$ cat config.mk
export PLATFORM = sky130hd
export DESIGN_NAME = seven_seg_scanner
export DESIGN_NICKNAME = d
export VERILOG_FILES = /design/src/rtl/seven_seg_scanner.sv
export SDC_FILE = /design/constraint.sdc
export NUM_CORES = 1
export LEC_CHECK = 0
export ABC_AREA = 1
export BUFFER_PORTS_ARGS = -buffer_cell sky130_fd_sc_hd__buf_2
export CAP_MARGIN = 20
export CORE_MARGIN = 5
export CORE_UTILIZATION = 58
export CTS_BUF_LIST = sky130_fd_sc_hd__clkbuf_8
export CTS_CLUSTER_SIZE = 40
export DETAILED_ROUTE_END_ITERATION = 6
export HOLD_SLACK_MARGIN = 0.05
export PLACE_DENSITY_LB_ADDON = 0.25
export SLEW_MARGIN = 20
export SYNTH_ARGS = -nofsm -noshare
export SYNTH_HDL_FRONTEND = slang
export SYNTH_SLANG_ARGS = --single-unit
$ cat constraint.sdc
create_clock -name clock -period 3.3 [get_ports clock]
set_clock_uncertainty 0.15 [all_clocks]
set_input_delay 0.495 -clock clock [delete_from_list [all_inputs] [get_ports clock]]
set_output_delay 0.495 -clock clock [all_outputs]
set_load 0.05 [all_outputs]
$ cat src/rtl/seven_seg_scanner.sv
// Multiplexed 8-digit seven-segment scanner with shadow registers, leading-zero
// blanking, per-digit blink and PWM brightness. All outputs are registered.
module seven_seg_scanner #(
    parameter int N_DIGITS     = 8,
    parameter int DIV_MAX      = 100000,
    parameter int BRIGHT_BITS  = 3,
    parameter int BLINK_FRAMES = 64
) (
    input  logic                     clock,
    input  logic                     reset,
    input  logic                     load,
    input  logic [4*N_DIGITS-1:0]    data_in,
    input  logic [N_DIGITS-1:0]      dp_in,
    input  logic                     blank_lz,
    input  logic [N_DIGITS-1:0]      blink_en,
    input  logic [BRIGHT_BITS-1:0]   brightness,
    output logic [6:0]               segments,
    output logic                     dp,
    output logic [7:0]               anodos,
    output logic                     frame_done
);

    localparam int PW   = (DIV_MAX > 1) ? $clog2(DIV_MAX) : 1;
    localparam int FW   = $clog2(BLINK_FRAMES + 1);
    localparam int STEP = DIV_MAX / (2 ** BRIGHT_BITS);
    localparam logic [PW-1:0] PRESC_LAST = PW'(DIV_MAX - 1);
    localparam logic [2:0]    IDX_LAST   = 3'(N_DIGITS - 1);
    localparam logic [FW-1:0] FRAME_LAST = FW'(BLINK_FRAMES - 1);

    logic [4*N_DIGITS-1:0] shadow_data;
    logic [N_DIGITS-1:0]   shadow_dp;
    logic [PW-1:0]         presc;
    logic [2:0]            idx;
    logic [FW-1:0]         frame_cnt;
    logic                  blink_phase;

    logic tick, frame_wrap;
    assign tick       = (presc == PRESC_LAST);
    assign frame_wrap = tick && (idx == IDX_LAST);

    always_ff @(posedge clock or negedge reset) begin
        if (!reset) begin
            shadow_data <= '0;
            shadow_dp   <= '0;
            presc       <= '0;
            idx         <= '0;
            frame_cnt   <= '0;
            blink_phase <= 1'b0;
        end else begin
            if (load) begin
                shadow_data <= data_in;
                shadow_dp   <= dp_in;
            end
            presc <= tick ? '0 : presc + PW'(1);
            if (tick)
                idx <= frame_wrap ? 3'd0 : idx + 3'd1;
            if (frame_wrap) begin
                if (frame_cnt == FRAME_LAST) begin
                    frame_cnt   <= '0;
                    blink_phase <= ~blink_phase;
                end else begin
                    frame_cnt <= frame_cnt + FW'(1);
                end
            end
        end
    end

    logic [3:0]  nib;
    logic        dp_bit, blink_sel, lz_sel, zero_tail, blank, lit_window;
    logic [31:0] on_limit;
    logic [6:0]  seg_code, seg_next;
    logic        dp_next;
    logic [7:0]  an_next;

    // Walk from the top digit down so zero_tail means "this and all higher nibbles are 0".
    always_comb begin
        nib       = '0;
        dp_bit    = 1'b0;
        blink_sel = 1'b0;
        lz_sel    = 1'b0;
        zero_tail = 1'b1;
        for (int i = N_DIGITS - 1; i >= 0; i--) begin
            zero_tail = zero_tail & (shadow_data[4*i +: 4] == 4'h0);
            if (idx == 3'(i)) begin
                nib       = shadow_data[4*i +: 4];
                dp_bit    = shadow_dp[i];
                blink_sel = blink_en[i];
                lz_sel    = (i != 0) && zero_tail;
            end
        end
    end

    always_comb begin
        unique case (nib)
            4'h0: seg_code = 7'b0000001;
            4'h1: seg_code = 7'b1001111;
            4'h2: seg_code = 7'b0010010;
            4'h3: seg_code = 7'b0000110;
            4'h4: seg_code = 7'b1001100;
            4'h5: seg_code = 7'b0100100;
            4'h6: seg_code = 7'b0100000;
            4'h7: seg_code = 7'b0001111;
            4'h8: seg_code = 7'b0000000;
            4'h9: seg_code = 7'b0000100;
            4'hA: seg_code = 7'b0001000;
            4'hB: seg_code = 7'b1100000;
            4'hC: seg_code = 7'b0110001;
            4'hD: seg_code = 7'b1000010;
            4'hE: seg_code = 7'b0110000;
            default: seg_code = 7'b0111000;
        endcase
    end

    always_comb begin
        blank      = (blink_sel && blink_phase) || (blank_lz && lz_sel);
        on_limit   = (32'(brightness) + 32'd1) * 32'(STEP);
        lit_window = 32'(presc) < on_limit;
        seg_next   = blank ? 7'b1111111 : seg_code;
        dp_next    = blank ? 1'b1 : ~dp_bit;
        an_next    = 8'hFF;
        if (lit_window && !blank)
            an_next[idx] = 1'b0;
    end

    always_ff @(posedge clock or negedge reset) begin
        if (!reset) begin
            segments   <= 7'b1111111;
            dp         <= 1'b1;
            anodos     <= 8'hFF;
            frame_done <= 1'b0;
        end else begin
            segments   <= seg_next;
            dp         <= dp_next;
            anodos     <= an_next;
            frame_done <= frame_wrap;
        end
    end

endmodule

==> results.toml <==
[power_and_ir_drop]
seq_power_share = 0.476
p_switching_uw = 715
p_per_area_mw_per_mm2 = 376
irDropWorstVdd_mv = 0.180
power.total_mw = 2.38
swShare = 0.301
leakage_nw = 3.28
intPower_mw = 1.66
clkPwrFrac = 0.323
combPwrFrac = 0.202

[timing]
period_share = 0.978
rsz0062_at_grt = "yes"
setup_violations = 0
relSlewSlack = 0.456
report.final.hold_viol_count = 0
worst_slew_pin_slew_ns = 0.816
max_clock_freq_ghz = 0.310
slew_viol_final = 0
period_needed_ns = 3.23

[synth]
ys_ff_latch = 85
synth_top_cell_area_share = 0.324
yosysMostFrequentCell = "nand2_1"
synthTopCellsByCount = "nand2_1, inv_1, dfrtp_1, o21ai_0, nand3_1"
netlist_area_mm2 = 0.00533
seq_area_frac_synth = 0.403
synth.area.top_cells = "dfrtp_1, nand2_1, ha_1, inv_1, dfstp_2"
synth_edf_count = 0
netlist_instances = 694
async_flop_share = 1.00
syn-num-nets = 792
yosys_warnings = 0
synth_flop_cell = "dfrtp_1"
synth_top_area_cell = "dfrtp_1"
synth_cell_types = 38
synth_area_per_cell_um2 = 7.68

[finish]
diodes = 0
drive_gt1_frac = 0.223
nets = 884
areaGrowthSynthToFinish_pct = 18.6
instances_no_fill = 902

[cts]
clockBufferDepth = 2
cts_tree = "built"
clkLatencyLatePin_ns = 0.36
htree_levels = 3
ctsHoldBuffers = 0
cts_root_buf = "clkbuf_8"
cts_sinks = 85
cts_buffers = 9
clk_pin_slew_ns = 0.10

[critical_path]
worstSetupPathType = "primary input to flop"
arrival_ns = 3.37
path_max_fanout = 8
reg2regPathDepth = 17
crit_required_ns = 3.45
cp-endpoint = "anodos[5]$_DFF_PN1_"
cp_common_cell = "nand2_1"
regToRegStartpoint = "idx[0]$_DFFE_PN0P_"
worstReg2RegEnd = "segments[3]$_DFF_PN1_"
r2r_slack_ns = 0.36
slowest_delay_ns = 0.30
slowest_stage = "ha_1"
endpoint_kind = "flop"
path_cells = "buf_8 -> clkinvlp_4 -> ha_4 -> ha_4 -> ha_4 -> ha_4 -> nand2_2 -> nand2_2 -> a21oi_2 -> nor2_1 -> o21ai_1 -> nand2_1 -> xor2_1 -> ha_1 -> a21oi_2 -> o31a_1 -> nand2_1 -> nand2_1 -> nand2_1 -> nand2_1 -> nand2_2 -> nand2_4 -> nand3_1"
critPathLaunchType = "primary input"
crit_start = "brightness[0]"

[global_routing]
grt_pass1_vias = 4638
track_usage = 0.226
grt_start_max_net_pins = 86
overflow = 0
grt_first_pass_wirelength_um = 21000
antenna_found_initial = 0

[routing]
wl_per_cell_um = 13.4
drt-initial-drc-count = 299
drc = 0
vias = 4768
post_drt_via_cell_ratio = 5.29
drtPass1Iterations = 5
drt_wl_total_um = 12100
ant_nets = 0

[worst_hold_path]
hold_class = "primary input to asynchronous set/reset pin"

[run]
cap_violations = 0

[placed_design]
gp_congestion = 0.894
place_hpwl_um = 9160
dp_cells = 885
io_buffers = 71

[die]
core_area_mm2 = 0.00911
dieArea_mm2 = 0.0112
die-width_um = 106
start_util = 0.585
rows = 35
die_h_um = 106
pin_count = 72

[outcome]
status = "completed"
-- stage by stage --
stage | setup TNS [ns] | instance area, µm² | setup slack, ns | hold WS (ns) | utilization
after detailed placement | -3.42 | 5980 | -0.433 | 0.307 | 0.656
after CTS | 0 | 6210 | 0.00613 | 0.171 | 0.681
after global routing | -0.694 | 6320 | -0.0943 | 0.0755 | 0.693
after global placement | -2.70 | 5980 | -0.338 | 0.299 | 0.656
after floorplan | -1.09 | 5390 | -0.136 | 0.0494 | -
final | 0 | 6320 | 0.0742 | 0.00743 | 0.693
-- flip-flops by register name, summed over array words and instances (netlist names) --
name	count
frame_cnt	7
frame_done	1
presc	17
idx	3
anodos	8
segments	7
shadow_data	32
shadow_dp	8
blink_phase	1
dp	1
-- power by group through the flow --
stage	registers, mW	clock network [mW]	logic, mW
after floorplan	1.20	0	0.243
after CTS	1.13	0.780	0.467
after detailed placement	1.15	0	0.458
after global routing	1.14	0.827	0.543
after global placement	1.15	0	0.446
final	1.13	0.767	0.479
-- critical path, delay by kind of cell --
| kind | cells | cell delay [ns] |
|---|---|---|
| AND/OR/NAND/NOR | 11 | 0.72 |
| adder cells (fa/ha/maj) | 5 | 1.25 |
| XOR/XNOR | 1 | 0.14 |
| buffers and inverters | 2 | 0.19 |
| AO/OA/AOI/OAI | 4 | 0.55 |
-- cells in the final DEF, fill, tap and decap left out, types with 11 or more instances in the layout --
master   instances
nand2_1        149
inv_1          111
dfrtp_1         69
o21ai_0         68
buf_2           68
nand3_1         58
nor2_1          39
ha_1            36
a21oi_1         25
buf_4           23
dfstp_2         16
nor3_1          15
xor2_1          12
nand4_1         11
-- routing by layer --
metal / vias to the layer above / GRT usage / share of wire
li1: 2424 / - / -
met1: 2222 / 0.281 / 0.43
met2: 106 / 0.398 / 0.50
met3: 16 / 0.0459 / 0.048
met4: 0 / 0.0638 / 0.016
met5: - / 0 / 0
-- kinds of logic after synthesis --
group | Yosys count | share of synthesized area
and+or+nand+nor | 299 | 0.244
buffers and inverters | 133 | 0.0982
AOI/OAI and AO/OA | 108 | 0.107
DFF | 85 | 0.403
adders and majority gates | 43 | 0.101
xor gates and xnor gates | 18 | 0.0296
muxes | 8 | 0.0169
-- what timing repair did --
action	CTS	global route
buffers inserted	0	1
gates resized for setup	3	27
endpoints found under the setup margin	8	10
pin swaps	1	2
-- final cells by class --
cell class,count,area (µm²)
inverters,121,462
repair buffers,93,539
clock buffers,9,124
fillers,733,2790
multi-input cells,476,2830
flip-flops and latches,85,2150
clock inverters,7,80.1
well taps,111,139
-- how the worst min path moves through the flow --
stage                       start                           to  slack, ns
2_1_floorplan               reset      blink_phase$_DFFE_PN0P_       0.05
3_3_place_gp   presc[0]$_DFF_PN0_           presc[0]$_DFF_PN0_       0.30
3_5_place_dp   presc[0]$_DFF_PN0_           presc[0]$_DFF_PN0_       0.31
4_1_cts               data_in[27]  shadow_data[27]$_DFFE_PN0P_       0.17
5_1_grt                     reset  shadow_data[26]$_DFFE_PN0P_       0.08
6_report                    reset  shadow_data[26]$_DFFE_PN0P_      0.007
Note: power is estimated with default switching activity, not from simulation.
